==> src/rtl/adiabatic_alu_pkg.sv <==
`default_nettype none
// ============================================================================
// Module   : adiabatic_alu_pkg
// Purpose  : Shared types and operation decode for the adiabatic ALU
// Revision : 1.0 - initial release
// ============================================================================
package adiabatic_alu_pkg;

   // Operation select encoding as seen on the request bus
   typedef enum logic [1:0] {
      OP_ADD = 2'b00,
      OP_SUB = 2'b01,
      OP_SBB = 2'b10,
      OP_INC = 2'b11
   } op_e;

   // Sequencer states, explicitly encoded
   typedef enum logic [1:0] {
      ST_IDLE   = 2'd0,
      ST_CHARGE = 2'd1,
      ST_HOLD   = 2'd2,
      ST_DRAIN  = 2'd3
   } state_e;

   // Width-independent operand controls: how to form b_eff and the carry in
   typedef struct packed {
      logic inv_b;
      logic zero_b;
      logic carry;
   } op_ctl_t;

   // Map an operation onto b_eff selection and carry into the adder
   function automatic op_ctl_t op_decode(input op_e op, input logic cin);
      op_ctl_t ctl;
      ctl = '0;
      case (op)
         OP_ADD: begin ctl.inv_b = 1'b0; ctl.zero_b = 1'b0; ctl.carry = cin;  end
         OP_SUB: begin ctl.inv_b = 1'b1; ctl.zero_b = 1'b0; ctl.carry = 1'b1; end
         OP_SBB: begin ctl.inv_b = 1'b1; ctl.zero_b = 1'b0; ctl.carry = cin;  end
         default: begin ctl.inv_b = 1'b0; ctl.zero_b = 1'b1; ctl.carry = 1'b1; end
      endcase
      return ctl;
   endfunction

endpackage
`default_nettype wire

==> src/rtl/adiabatic_alu_b_if.sv <==
`default_nettype none
// ============================================================================
// Module   : adiabatic_alu_b_if
// Purpose  : Request/result handshake, status and clock-rail bundle
// Revision : 1.0 - initial release
// ============================================================================
interface adiabatic_alu_b_if #(
   parameter int WIDTH  = 16,
   parameter int STAGES = 8
);
   logic              req_valid;
   logic              req_ready;
   logic [WIDTH-1:0]  a;
   logic [WIDTH-1:0]  b;
   logic              cin;
   logic [1:0]        op;
   logic              res_valid;
   logic              res_ready;
   logic [WIDTH-1:0]  out;
   logic              cout;
   logic              ovf;
   logic              zero;
   logic              busy;
   logic [STAGES-1:0] clkp_out;
   logic [STAGES-1:0] clkn_out;
   logic [WIDTH-1:0]  propagate;
   logic [WIDTH-1:0]  generate_;

   modport master (
      output req_valid, a, b, cin, op, res_ready,
      input  req_ready, res_valid, out, cout, ovf, zero, busy,
             clkp_out, clkn_out, propagate, generate_
   );

   modport slave (
      input  req_valid, a, b, cin, op, res_ready,
      output req_ready, res_valid, out, cout, ovf, zero, busy,
             clkp_out, clkn_out, propagate, generate_
   );
endinterface
`default_nettype wire

==> src/rtl/bennett_seq.sv <==
`default_nettype none
// ============================================================================
// Module   : bennett_seq
// Purpose  : Bennett clock rail sequencer. Each charge step raises the next
//            rail upward from 0; each drain step lowers the top raised rail.
// Revision : 1.0 - initial release
// ============================================================================
module bennett_seq #(
   parameter int STAGES = 8
) (
   input  wire logic              clk,
   input  wire logic              reset,          // asynchronous, active-low
   input  wire logic              i_charge_en,
   input  wire logic              i_drain_en,
   output logic [STAGES-1:0]      o_clkp,
   output logic [STAGES-1:0]      o_clkn,
   output logic                   o_charge_last,  // this charge step raises the top rail
   output logic                   o_drain_last    // this drain step lowers rail 0
);
   localparam int               C_IDX_W    = (STAGES > 1) ? $clog2(STAGES) : 1;
   localparam logic [C_IDX_W-1:0] C_LAST_IDX = C_IDX_W'(STAGES - 1);

   logic [C_IDX_W-1:0] idx_q, idx_d;
   logic [STAGES-1:0]  clkp_q, clkp_d;

   // Step the rail pointer: it parks on the top rail after charging so the
   // drain walks back down without any reload
   always_comb begin
      idx_d  = idx_q;
      clkp_d = clkp_q;
      if (i_charge_en) begin
         clkp_d[idx_q] = 1'b1;
         if (idx_q != C_LAST_IDX) idx_d = idx_q + C_IDX_W'(1);
      end else if (i_drain_en) begin
         clkp_d[idx_q] = 1'b0;
         if (idx_q != '0) idx_d = idx_q - C_IDX_W'(1);
      end
   end

   // Rail and pointer registers
   always_ff @(posedge clk or negedge reset) begin
      if (!reset) begin
         idx_q  <= '0;
         clkp_q <= '0;
      end else begin
         idx_q  <= idx_d;
         clkp_q <= clkp_d;
      end
   end

   assign o_clkp        = clkp_q;
   assign o_clkn        = ~clkp_q;
   assign o_charge_last = (idx_q == C_LAST_IDX);
   assign o_drain_last  = (idx_q == '0);

endmodule
`default_nettype wire

==> src/rtl/adiabatic_alu_b.sv <==
`default_nettype none
// ============================================================================
// Module   : adiabatic_alu_b
// Purpose  : WIDTH-bit add/sub ALU evaluated under a sequenced Bennett clock
//            with valid/ready request and result handshakes
// Revision : 1.0 - initial release
// ============================================================================
module adiabatic_alu_b
   import adiabatic_alu_pkg::*;
#(
   parameter int WIDTH  = 16,
   parameter int STAGES = 8,
   parameter int HOLD   = 1
) (
   input  wire logic          clk,
   input  wire logic          reset,   // asynchronous, active-low
   adiabatic_alu_b_if.slave   bus
);
   localparam int                C_HC_W      = (HOLD > 1) ? $clog2(HOLD) : 1;
   localparam logic [C_HC_W-1:0] C_HOLD_LAST = C_HC_W'(HOLD - 1);

   state_e             state_q, state_d;
   logic [C_HC_W-1:0]  hold_cnt_q, hold_cnt_d;
   logic [WIDTH-1:0]   a_q, a_d;
   logic [WIDTH-1:0]   b_eff_q, b_eff_d;
   logic               carry_q, carry_d;
   logic               res_valid_q, res_valid_d;
   logic [WIDTH-1:0]   out_q, out_d;
   logic               cout_q, cout_d;
   logic               ovf_q, ovf_d;
   logic               zero_q, zero_d;

   op_ctl_t            w_ctl;
   logic [WIDTH-1:0]   w_b_eff;
   logic [WIDTH:0]     w_sum;
   logic               w_hold_done;
   logic               w_capture;
   logic               w_accept;
   logic               w_charge_en;
   logic               w_drain_en;
   logic               w_charge_last;
   logic               w_drain_last;
   logic               w_req_ready;
   logic               w_busy;

   // Rail sequencer
   bennett_seq #(.STAGES(STAGES)) u_seq (
      .clk          (clk),
      .reset        (reset),
      .i_charge_en  (w_charge_en),
      .i_drain_en   (w_drain_en),
      .o_clkp       (bus.clkp_out),
      .o_clkn       (bus.clkn_out),
      .o_charge_last(w_charge_last),
      .o_drain_last (w_drain_last)
   );

   // Operand shaping, adder on latched operands and capture qualification
   always_comb begin
      w_ctl       = op_decode(op_e'(bus.op), bus.cin);
      w_b_eff     = w_ctl.zero_b ? '0 : (w_ctl.inv_b ? ~bus.b : bus.b);
      w_sum       = {1'b0, a_q} + {1'b0, b_eff_q} + {{WIDTH{1'b0}}, carry_q};
      w_hold_done = (hold_cnt_q == C_HOLD_LAST);
      // A full result register only blocks capture if the consumer is not
      // draining it in this same cycle
      w_capture   = (state_q == ST_HOLD) && w_hold_done &&
                    (!res_valid_q || bus.res_ready);
      w_accept    = (state_q == ST_IDLE) && bus.req_valid;
   end

   // Next-state decode
   always_comb begin
      state_d = state_q;
      case (state_q)
         ST_IDLE:   if (bus.req_valid) state_d = ST_CHARGE;
         ST_CHARGE: if (w_charge_last) state_d = ST_HOLD;
         ST_HOLD:   if (w_capture)     state_d = ST_DRAIN;
         ST_DRAIN:  if (w_drain_last)  state_d = ST_IDLE;
         default:                      state_d = ST_IDLE;
      endcase
   end

   // State-decoded controls; all derive from the registered state only
   always_comb begin
      w_charge_en = (state_q == ST_CHARGE);
      w_drain_en  = (state_q == ST_DRAIN);
      w_req_ready = (state_q == ST_IDLE);
      w_busy      = (state_q != ST_IDLE);
   end

   // Hold timer, operand latches and result register next values
   always_comb begin
      hold_cnt_d  = hold_cnt_q;
      a_d         = a_q;
      b_eff_d     = b_eff_q;
      carry_d     = carry_q;
      res_valid_d = res_valid_q;
      out_d       = out_q;
      cout_d      = cout_q;
      ovf_d       = ovf_q;
      zero_d      = zero_q;

      // Counter saturates at the last hold cycle so a stall just waits there
      if (state_q != ST_HOLD)  hold_cnt_d = '0;
      else if (!w_hold_done)   hold_cnt_d = hold_cnt_q + C_HC_W'(1);

      if (w_accept) begin
         a_d     = bus.a;
         b_eff_d = w_b_eff;
         carry_d = w_ctl.carry;
      end

      if (w_capture) begin
         res_valid_d = 1'b1;
         out_d       = w_sum[WIDTH-1:0];
         cout_d      = w_sum[WIDTH];
         ovf_d       = (a_q[WIDTH-1] == b_eff_q[WIDTH-1]) &&
                       (w_sum[WIDTH-1] != a_q[WIDTH-1]);
         zero_d      = (w_sum[WIDTH-1:0] == '0);
      end else if (bus.res_ready) begin
         res_valid_d = 1'b0;
      end
   end

   // Control and data registers
   always_ff @(posedge clk or negedge reset) begin
      if (!reset) begin
         state_q     <= ST_IDLE;
         hold_cnt_q  <= '0;
         a_q         <= '0;
         b_eff_q     <= '0;
         carry_q     <= 1'b0;
         res_valid_q <= 1'b0;
         out_q       <= '0;
         cout_q      <= 1'b0;
         ovf_q       <= 1'b0;
         zero_q      <= 1'b1;
      end else begin
         state_q     <= state_d;
         hold_cnt_q  <= hold_cnt_d;
         a_q         <= a_d;
         b_eff_q     <= b_eff_d;
         carry_q     <= carry_d;
         res_valid_q <= res_valid_d;
         out_q       <= out_d;
         cout_q      <= cout_d;
         ovf_q       <= ovf_d;
         zero_q      <= zero_d;
      end
   end

   assign bus.req_ready = w_req_ready;
   assign bus.busy      = w_busy;
   assign bus.res_valid = res_valid_q;
   assign bus.out       = out_q;
   assign bus.cout      = cout_q;
   assign bus.ovf       = ovf_q;
   assign bus.zero      = zero_q;
   assign bus.propagate = a_q ^ b_eff_q;
   assign bus.generate_ = a_q & b_eff_q;

endmodule
`default_nettype wire

==> src/flat_wrapper.sv <==
// flat-port wrapper written by rule: the top's interface ports become plain ports
module adiabatic_alu_b_flat import adiabatic_alu_pkg::*;
#(
   parameter int WIDTH  = 16,
   parameter int STAGES = 8,
   parameter int HOLD   = 1
)
  (clk, reset, bus_req_valid, bus_a, bus_b, bus_cin, bus_op, bus_res_ready, bus_req_ready, bus_res_valid, bus_out, bus_cout, bus_ovf, bus_zero, bus_busy, bus_clkp_out, bus_clkn_out, bus_propagate, bus_generate_);
  adiabatic_alu_b_if #(.WIDTH(WIDTH), .STAGES(STAGES)) bus_i ();
  input  wire logic clk;
  input  wire logic reset;
  input wire logic [$bits(bus_i.req_valid)-1:0] bus_req_valid;
  input wire logic [$bits(bus_i.a)-1:0] bus_a;
  input wire logic [$bits(bus_i.b)-1:0] bus_b;
  input wire logic [$bits(bus_i.cin)-1:0] bus_cin;
  input wire logic [$bits(bus_i.op)-1:0] bus_op;
  input wire logic [$bits(bus_i.res_ready)-1:0] bus_res_ready;
  output wire logic [$bits(bus_i.req_ready)-1:0] bus_req_ready;
  output wire logic [$bits(bus_i.res_valid)-1:0] bus_res_valid;
  output wire logic [$bits(bus_i.out)-1:0] bus_out;
  output wire logic [$bits(bus_i.cout)-1:0] bus_cout;
  output wire logic [$bits(bus_i.ovf)-1:0] bus_ovf;
  output wire logic [$bits(bus_i.zero)-1:0] bus_zero;
  output wire logic [$bits(bus_i.busy)-1:0] bus_busy;
  output wire logic [$bits(bus_i.clkp_out)-1:0] bus_clkp_out;
  output wire logic [$bits(bus_i.clkn_out)-1:0] bus_clkn_out;
  output wire logic [$bits(bus_i.propagate)-1:0] bus_propagate;
  output wire logic [$bits(bus_i.generate_)-1:0] bus_generate_;
  assign bus_i.req_valid = bus_req_valid;
  assign bus_i.a = bus_a;
  assign bus_i.b = bus_b;
  assign bus_i.cin = bus_cin;
  assign bus_i.op = bus_op;
  assign bus_i.res_ready = bus_res_ready;
  assign bus_req_ready = bus_i.req_ready;
  assign bus_res_valid = bus_i.res_valid;
  assign bus_out = bus_i.out;
  assign bus_cout = bus_i.cout;
  assign bus_ovf = bus_i.ovf;
  assign bus_zero = bus_i.zero;
  assign bus_busy = bus_i.busy;
  assign bus_clkp_out = bus_i.clkp_out;
  assign bus_clkn_out = bus_i.clkn_out;
  assign bus_propagate = bus_i.propagate;
  assign bus_generate_ = bus_i.generate_;
  adiabatic_alu_b #(.WIDTH(WIDTH), .STAGES(STAGES), .HOLD(HOLD)) u_core (.clk(clk), .reset(reset), .bus(bus_i));
endmodule
==> config.mk <==
export PLATFORM = sky130hd
export DESIGN_NAME = adiabatic_alu_b_flat
export DESIGN_NICKNAME = d
export VERILOG_FILES = /design/src/rtl/adiabatic_alu_pkg.sv /design/src/rtl/adiabatic_alu_b_if.sv /design/src/rtl/bennett_seq.sv /design/src/rtl/adiabatic_alu_b.sv /design/src/flat_wrapper.sv
export SDC_FILE = /design/constraint.sdc
export NUM_CORES = 1
export LEC_CHECK = 0
export ABC_AREA = 1
export CAP_MARGIN = 20
export CORE_AREA = 4 4 88 90
export CTS_BUF_LIST = sky130_fd_sc_hd__clkbuf_4
export DETAILED_ROUTE_END_ITERATION = 7
export DIE_AREA = 0 0 92 94
export DONT_BUFFER_PORTS = 1
export GPL_TIMING_DRIVEN = 1
export MAX_ROUTING_LAYER = met4
export PLACE_DENSITY_LB_ADDON = 0.2
export SETUP_SLACK_MARGIN = 0.15
export SLEW_MARGIN = 20
export SYNTH_ARGS = -nofsm -noshare
export SYNTH_HDL_FRONTEND = slang
export SYNTH_SLANG_ARGS = --single-unit
==> constraint.sdc <==
create_clock -name clk -period 1.89 [get_ports clk]
set_input_delay 0.4725 -clock clk [delete_from_list [all_inputs] [get_ports clk]]
set_output_delay 0.4725 -clock clk [all_outputs]
set_load 0.02 [all_outputs]
Yosys cells after proc, flatten, opt, wreduce, memory -nomap -nowiden
Cells that the tools add are included.
{"block": "word_totals", "word_cells": 80, "inputBits": 39, "out_inout_bits": 70, "regBits": 67}
{"block": "op_classes", "n_eq_ne": 15, "magnitude_cmp": 2, "n_addsub": 5, "n_bitwise": 8, "n_reduce_logical": 18, "n_mux": 20}
{"cell": "$mux W16", "n": 2}
{"cell": "$add A16 B16 Y17", "n": 1}
{"cell": "$add A17 B1 Y17", "n": 1}
{"cell": "$and A16 B16 Y16", "n": 1}
{"cell": "$logic_not A16 Y1", "n": 1}
{"cell": "$mux W8", "n": 2}
{"cell": "$not A16 Y16", "n": 1}
{"cell": "$not A8 Y8", "n": 2}
{"cell": "$xor A16 B16 Y16", "n": 1}
{"cell": "$mux W3", "n": 4}
{"cell": "$pmux W3 S3", "n": 1}
{"cell": "$and A8 B8 Y8", "n": 1}
{"cell": "$mux W2", "n": 4}
{"cell": "$ne A2 B1 Y1 const B", "n": 4}
{"cell": "$or A8 B8 Y8", "n": 1}
{"cell": "$pmux W2 S4", "n": 1}
{"cell": "$reduce_bool A2 Y1", "n": 4}
{"cell": "$eq A2 B2 Y1 const B", "n": 3}
{"cell": "$logic_and A1 B1 Y1", "n": 5}
{"cell": "$mux W1", "n": 5}
{"cell": "$eq A2 B1 Y1 const B", "n": 2}
{"cell": "$logic_not A2 Y1", "n": 2}
{"cell": "$lt A3 B4 Y1 const B", "n": 1}
{"cell": "$ne A2 B2 Y1 const B", "n": 2}
{"cell": "16 further kinds", "n": 16}

Depth between registers and ports, before layout
{"block": "logic_depth", "ltp_word": 8, "mapped_depth": 16, "ltp_nobuf": 16}

Modules after synthesis
Synthesis repeated with hierarchy kept, for this count alone.
{"block": "unflattened", "hier_cells": 529, "hier_area_um2": 3990.1}
{"module": "adiabatic_alu_b", "instances": 1, "seq_area_each_um2": 1377.6, "cells_per_inst": 450, "area_per_inst_um2": 3355.7}
{"module": "bennett_seq", "instances": 1, "seq_area_each_um2": 275.3, "cells_per_inst": 79, "area_per_inst_um2": 634.4}

Least setup slack after synthesis
Ideal clock, no wire load.
{"block": "synth_path", "path_type": "reg2reg", "startpoint": "register u_core.b_eff_q[0]", "endpoint": "register u_core.zero_q (netlist: u_core.bus.zero)", "path_slack_ps": -46, "required_time_ps": 1829, "n_path_buf": 0, "period_less_slack_ps": 1936, "path_stages_with_launch": 14, "arrival_time_ps": 1876, "setup_time_ps": 61, "cell_sequence": "dfrtp_1 -> inv_1 -> fa_1 -> inv_1 -> fa_1 -> inv_1 -> nand2_1 -> nor2_1 -> nand3_1 -> nor2_1 -> nand3_1 -> nor2_1 -> nand3_1 -> nand2_1"}
{"block": "synth_via", "elab_chain_len": 3}
{"element": "from (decl)", "line": "adiabatic_alu_b.sv:25", "source": "logic [WIDTH-1:0] b_eff_q, b_eff_d;"}
{"element": "from (signal assigned)", "line": "adiabatic_alu_b.sv:131", "source": "b_eff_q <= '0;"}
{"element": "from (signal assigned)", "line": "adiabatic_alu_b.sv:142", "source": "b_eff_q <= b_eff_d;"}
{"element": "$add A16 B16 Y17", "line": "adiabatic_alu_b.sv:62", "source": "w_sum = {1'b0, a_q} + {1'b0, b_eff_q} + {{WIDTH{1'b0}}, carry_q};"}
{"element": "$add A17 B1 Y17", "line": "adiabatic_alu_b.sv:62"}
{"element": "net u_core.w_sum[1]", "line": "adiabatic_alu_b.sv:35", "source": "logic [WIDTH:0] w_sum;"}
{"element": "$logic_not A16 Y1", "line": "adiabatic_alu_b.sv:119", "source": "zero_d = (w_sum[WIDTH-1:0] == '0);"}
{"element": "to (signal assigned)", "line": "adiabatic_alu_b.sv:148", "source": "zero_q <= zero_d;"}
{"element": "to (decl)", "line": "adiabatic_alu_b.sv:31", "source": "logic zero_q, zero_d;"}
The timed path passes the listed nets, and every way through them passes these cells.
A chain may end at the register's enable or synchronous reset.

Final worst setup path
{"block": "layout_path", "startpoint": "register u_core.a_q[0]", "endpoint": "register u_core.zero_q (netlist: u_core.bus.zero)"}
{"block": "layout_via", "elab_chain_len": 3}
{"element": "from (decl)", "line": "adiabatic_alu_b.sv:24", "source": "logic [WIDTH-1:0] a_q, a_d;"}
{"element": "from (signal assigned)", "line": "adiabatic_alu_b.sv:130", "source": "a_q <= '0;"}
{"element": "from (signal assigned)", "line": "adiabatic_alu_b.sv:141", "source": "a_q <= a_d;"}
{"element": "$add A16 B16 Y17", "line": "adiabatic_alu_b.sv:62"}
{"element": "$add A17 B1 Y17", "line": "adiabatic_alu_b.sv:62"}
{"element": "net u_core.w_sum[1]", "line": "adiabatic_alu_b.sv:35"}
{"element": "$logic_not A16 Y1", "line": "adiabatic_alu_b.sv:119"}
The timed path passes the listed nets, and every way through them passes these cells.

==> results.json <==
{
  "endpoint_kind": "register",
  "cts.htree.levels": 3,
  "wl_um": 10670,
  "cp-startpoint": "u_core.a_q[0]",
  "grt_pass1_wl_um": 16410,
  "postPlaceCellArea_um2": 4310,
  "critPathMaxFanout": 2,
  "clk_latency_ns": 0.43,
  "min_period_ns": 2.109,
  "routabilityCongestion": 0.8419,
  "timing.rr.end": "u_core.bus.zero",
  "synth.avg_cell_area_um2": 7.658,
  "die_area_um2": 8648,
  "drc": 0,
  "worstSetupPathType": "register to register",
  "finalHoldViolations": 66,
  "nNetsFinal": 659,
  "clk_pin_slew_ns": 0.13,
  "slew_headroom_pct": 71.02,
  "tightest_slew_ns": 0.4342,
  "cpPeakStageDelay_ns": 0.43,
  "ys_seq_area_share_pct": 42.74,
  "path_cells": "inv_2 > fa_2 > inv_2 > fa_2 > inv_2 > nand2_2 > nor2_2 > nand3_1 > nor2_1 > nand3_1 > nor2_1 > nand3_1 > nand2_1",
  "hold_ws_ns": -0.2736,
  "vias_per_cell": 5.109,
  "hpwl_um": 7297,
  "grt_setup_unrepaired": "yes",
  "start_util_pct": 54.79,
  "overflow": 0,
  "synth_cell_type_count": 31,
  "drt-wirelength-per-cell_um": 15.24,
  "numCtsBuffers": 9,
  "setup_viol": 8,
  "slew_violations": 0,
  "first_global_vias": 3440,
  "grt_usage_pct": 24.67,
  "port_buffers": 0,
  "min_path_type": "primary input to async pin",
  "max_freq_mhz": 474.2,
  "root_buffer": "clkbuf_4",
  "required_ns": 2.25,
  "period_share_pct": 111.6,
  "reg2reg_from": "u_core.a_q[0]",
  "violations": "negative hold slack, negative setup slack",
  "rows": 31,
  "tns_ns": -0.6401,
  "cts_buffer_depth": 2,
  "cp-start-kind": "register",
  "num_io_pins": 109,
  "setup_ws_ns": -0.2190,
  "synth_fp_nets": 568,
  "endpoint": "u_core.bus.zero",
  "finalClockSkew_ns": 0.02223,
  "p_per_area_nw_per_um2": 2270,
  "leakage_nw": 2.646,
  "arrival_ns": 2.47,
  "grt_max_degree": 67,
  "synth_area_leaders": "dfrtp_1 42%, nand2_1 17%, ha_1 6.8%, inv_1 6.2%, o21ai_0 4.5%",
  "ys_async_sr_fraction_pct": 100.0,
  "synth_commonest_cells": "172 x nand2_1, 65 x dfrtp_1, 64 x inv_1, 35 x o21ai_0, 30 x nor2_1",
  "status": "finished, violations left",
  "synthesis.area_um2": 3867,
  "yosysMostFrequentCell": "nand2_1",
  "reg2reg_slack_ns": -0.22,
  "area_delta_synth_final_pct": 37.50,
  "synth-main-ff-cell": "dfrtp_1",
  "drive_gt1_share_pct": 33.78,
  "vias": 3576,
  "crit_slowest_cell": "fa_2",
  "cts_tree": "done",
  "diodes": 0,
  "synth-edff-count": 0,
  "fin_area_um2": 5318,
  "worstRegToRegCells": 13,
  "maxCapViolCount": 0,
  "die_h_um": 94,
  "drt_iter0_drc": 103,
  "preCtsSetupSlack_ns": -0.1738,
  "die_x_um": 92,
  "yosysTopAreaCell": "dfrtp_1",
  "postSynthCellCount": 505,
  "ant_nets": 0,
  "synth_top_area_share_pct": 42.06,
  "core_area_um2": 7059,
  "cts_sinks": 66,
  "antenna_found_initial": 0,
  "yosys_register_bits": 66,
  "vdd_drop_max_v": 0.001308,
  "synth_warnings": 0,
  "drt_pass1_iterations": 4
}
[cells in the final DEF, fill, tap and decap left out, types with 2 or more instances in the layout]
| cell type | count |
|---|---|
| a21oi_1 | 14 |
| a21oi_2 | 4 |
| a31oi_1 | 8 |
| and2_1 | 2 |
| buf_4 | 66 |
| buf_6 | 22 |
| clkbuf_4 | 9 |
| clkinv_1 | 2 |
| clkinvlp_4 | 7 |
| dfrtp_1 | 62 |
| dfrtp_2 | 3 |
| fa_2 | 3 |
| ha_1 | 3 |
| ha_4 | 18 |
| inv_1 | 54 |
| inv_2 | 10 |
| nand2_1 | 149 |
| nand2_2 | 25 |
| nand2_4 | 9 |
| nand3_1 | 11 |
| nand3_2 | 6 |
| nand3_4 | 4 |
| nand3b_1 | 2 |
| nand4_1 | 3 |
| nor2_1 | 29 |
| nor2_2 | 5 |
| nor3_1 | 2 |
| o21ai_0 | 28 |
| o21ai_1 | 6 |
| o22ai_1 | 2 |
| xnor2_1 | 16 |
| xor2_1 | 2 |
| xor2_2 | 2 |
[per-layer routing]
layer / up-vias / track usage [%] / part of all wire (%) / wire (µm)
li1: 1771 / - / - / -
met4: 0 / 7.054 / 1.4 / 153
met2: 110 / 38.75 / 49 / 5181
met5: - / - / 0 / 0
met3: 16 / 5.849 / 5.6 / 594
met1: 1679 / 32.20 / 44 / 4736
[cell type report]
class / count / area (µm²)
Multi-Input combinational cell: 361 / 2376
Sequential cell: 66 / 1657
Timing Repair inverter: 3 / 22.52
Fill cell: 543 / 1742
Clock buffer: 9 / 67.56
Timing Repair Buffer: 88 / 743.2
Inverter: 67 / 257.7
Tap cell: 99 / 123.9
Clock inverter: 7 / 70.07
[per-stage QoR]
| step | cells | total power [mW] | utilization, % | hold slack (ns) |
|---|---|---|---|---|
| after floorplan | 505 | 6.864 | - | 0.1769 |
| after global placement | 639 | 8.487 | 61.06 | 0.1796 |
| after detailed placement | 639 | 8.650 | 61.06 | 0.1788 |
| after CTS | 676 | 11.03 | 70.17 | -0.2873 |
| after global routing | 700 | 12.94 | 75.33 | -0.3038 |
| final | 700 | 12.07 | 75.33 | -0.2736 |
[power by group]
| group | switching [mW] | leakage (nW) | internal (mW) |
|---|---|---|---|
| clock network | 0.535 | 0.0656 | 0.397 |
| logic | 4.36 | 1.77 | 3.73 |
| registers | 0.972 | 0.806 | 2.07 |
[worst max-delay path: cells and delay by family (launching register included)]
family | cells | cell delay [ns]
adders and majority gates | 2 | 0.80
buffers and inverters | 3 | 0.22
and+or+nand+nor | 8 | 0.64
DFF | 1 | 0.39
[how the worst min path moves through the flow]
stage / start / to / slack [ns] / depth (start not counted)
floorplan: reset / async pin / 0.18 / 0
global placement: reset / u_core.bus.out[3] / 0.18 / 0
detailed placement: reset / u_core.bus.out[2] / 0.18 / 0
CTS: reset / async pin / -0.29 / 0
global route: reset / u_core.u_seq.idx_q[1] / -0.30 / 0
finish: reset / async pin / -0.27 / 0
[logic make-up after synthesis]
kind of cell / share of synthesized area (%)
buffers and inverters: 7.635
adder cells (fa/ha/maj): 8.347
AND/OR/NAND/NOR: 27.34
XOR/XNOR: 4.756
flip-flops: 42.74
AO/OA/AOI/OAI: 9.188
[repair_timing]
| item | CTS | global route |
|---|---|---|
| endpoints found under the setup margin | 35 | 39 |
| cloned | 1 | 2 |
| hold endpoints to repair | 66 | 66 |
| pin swaps | 32 | 34 |
| buffers inserted | 20 | 22 |
| gates resized for setup | 77 | 51 |
Note: power is estimated with default switching activity, not from simulation.
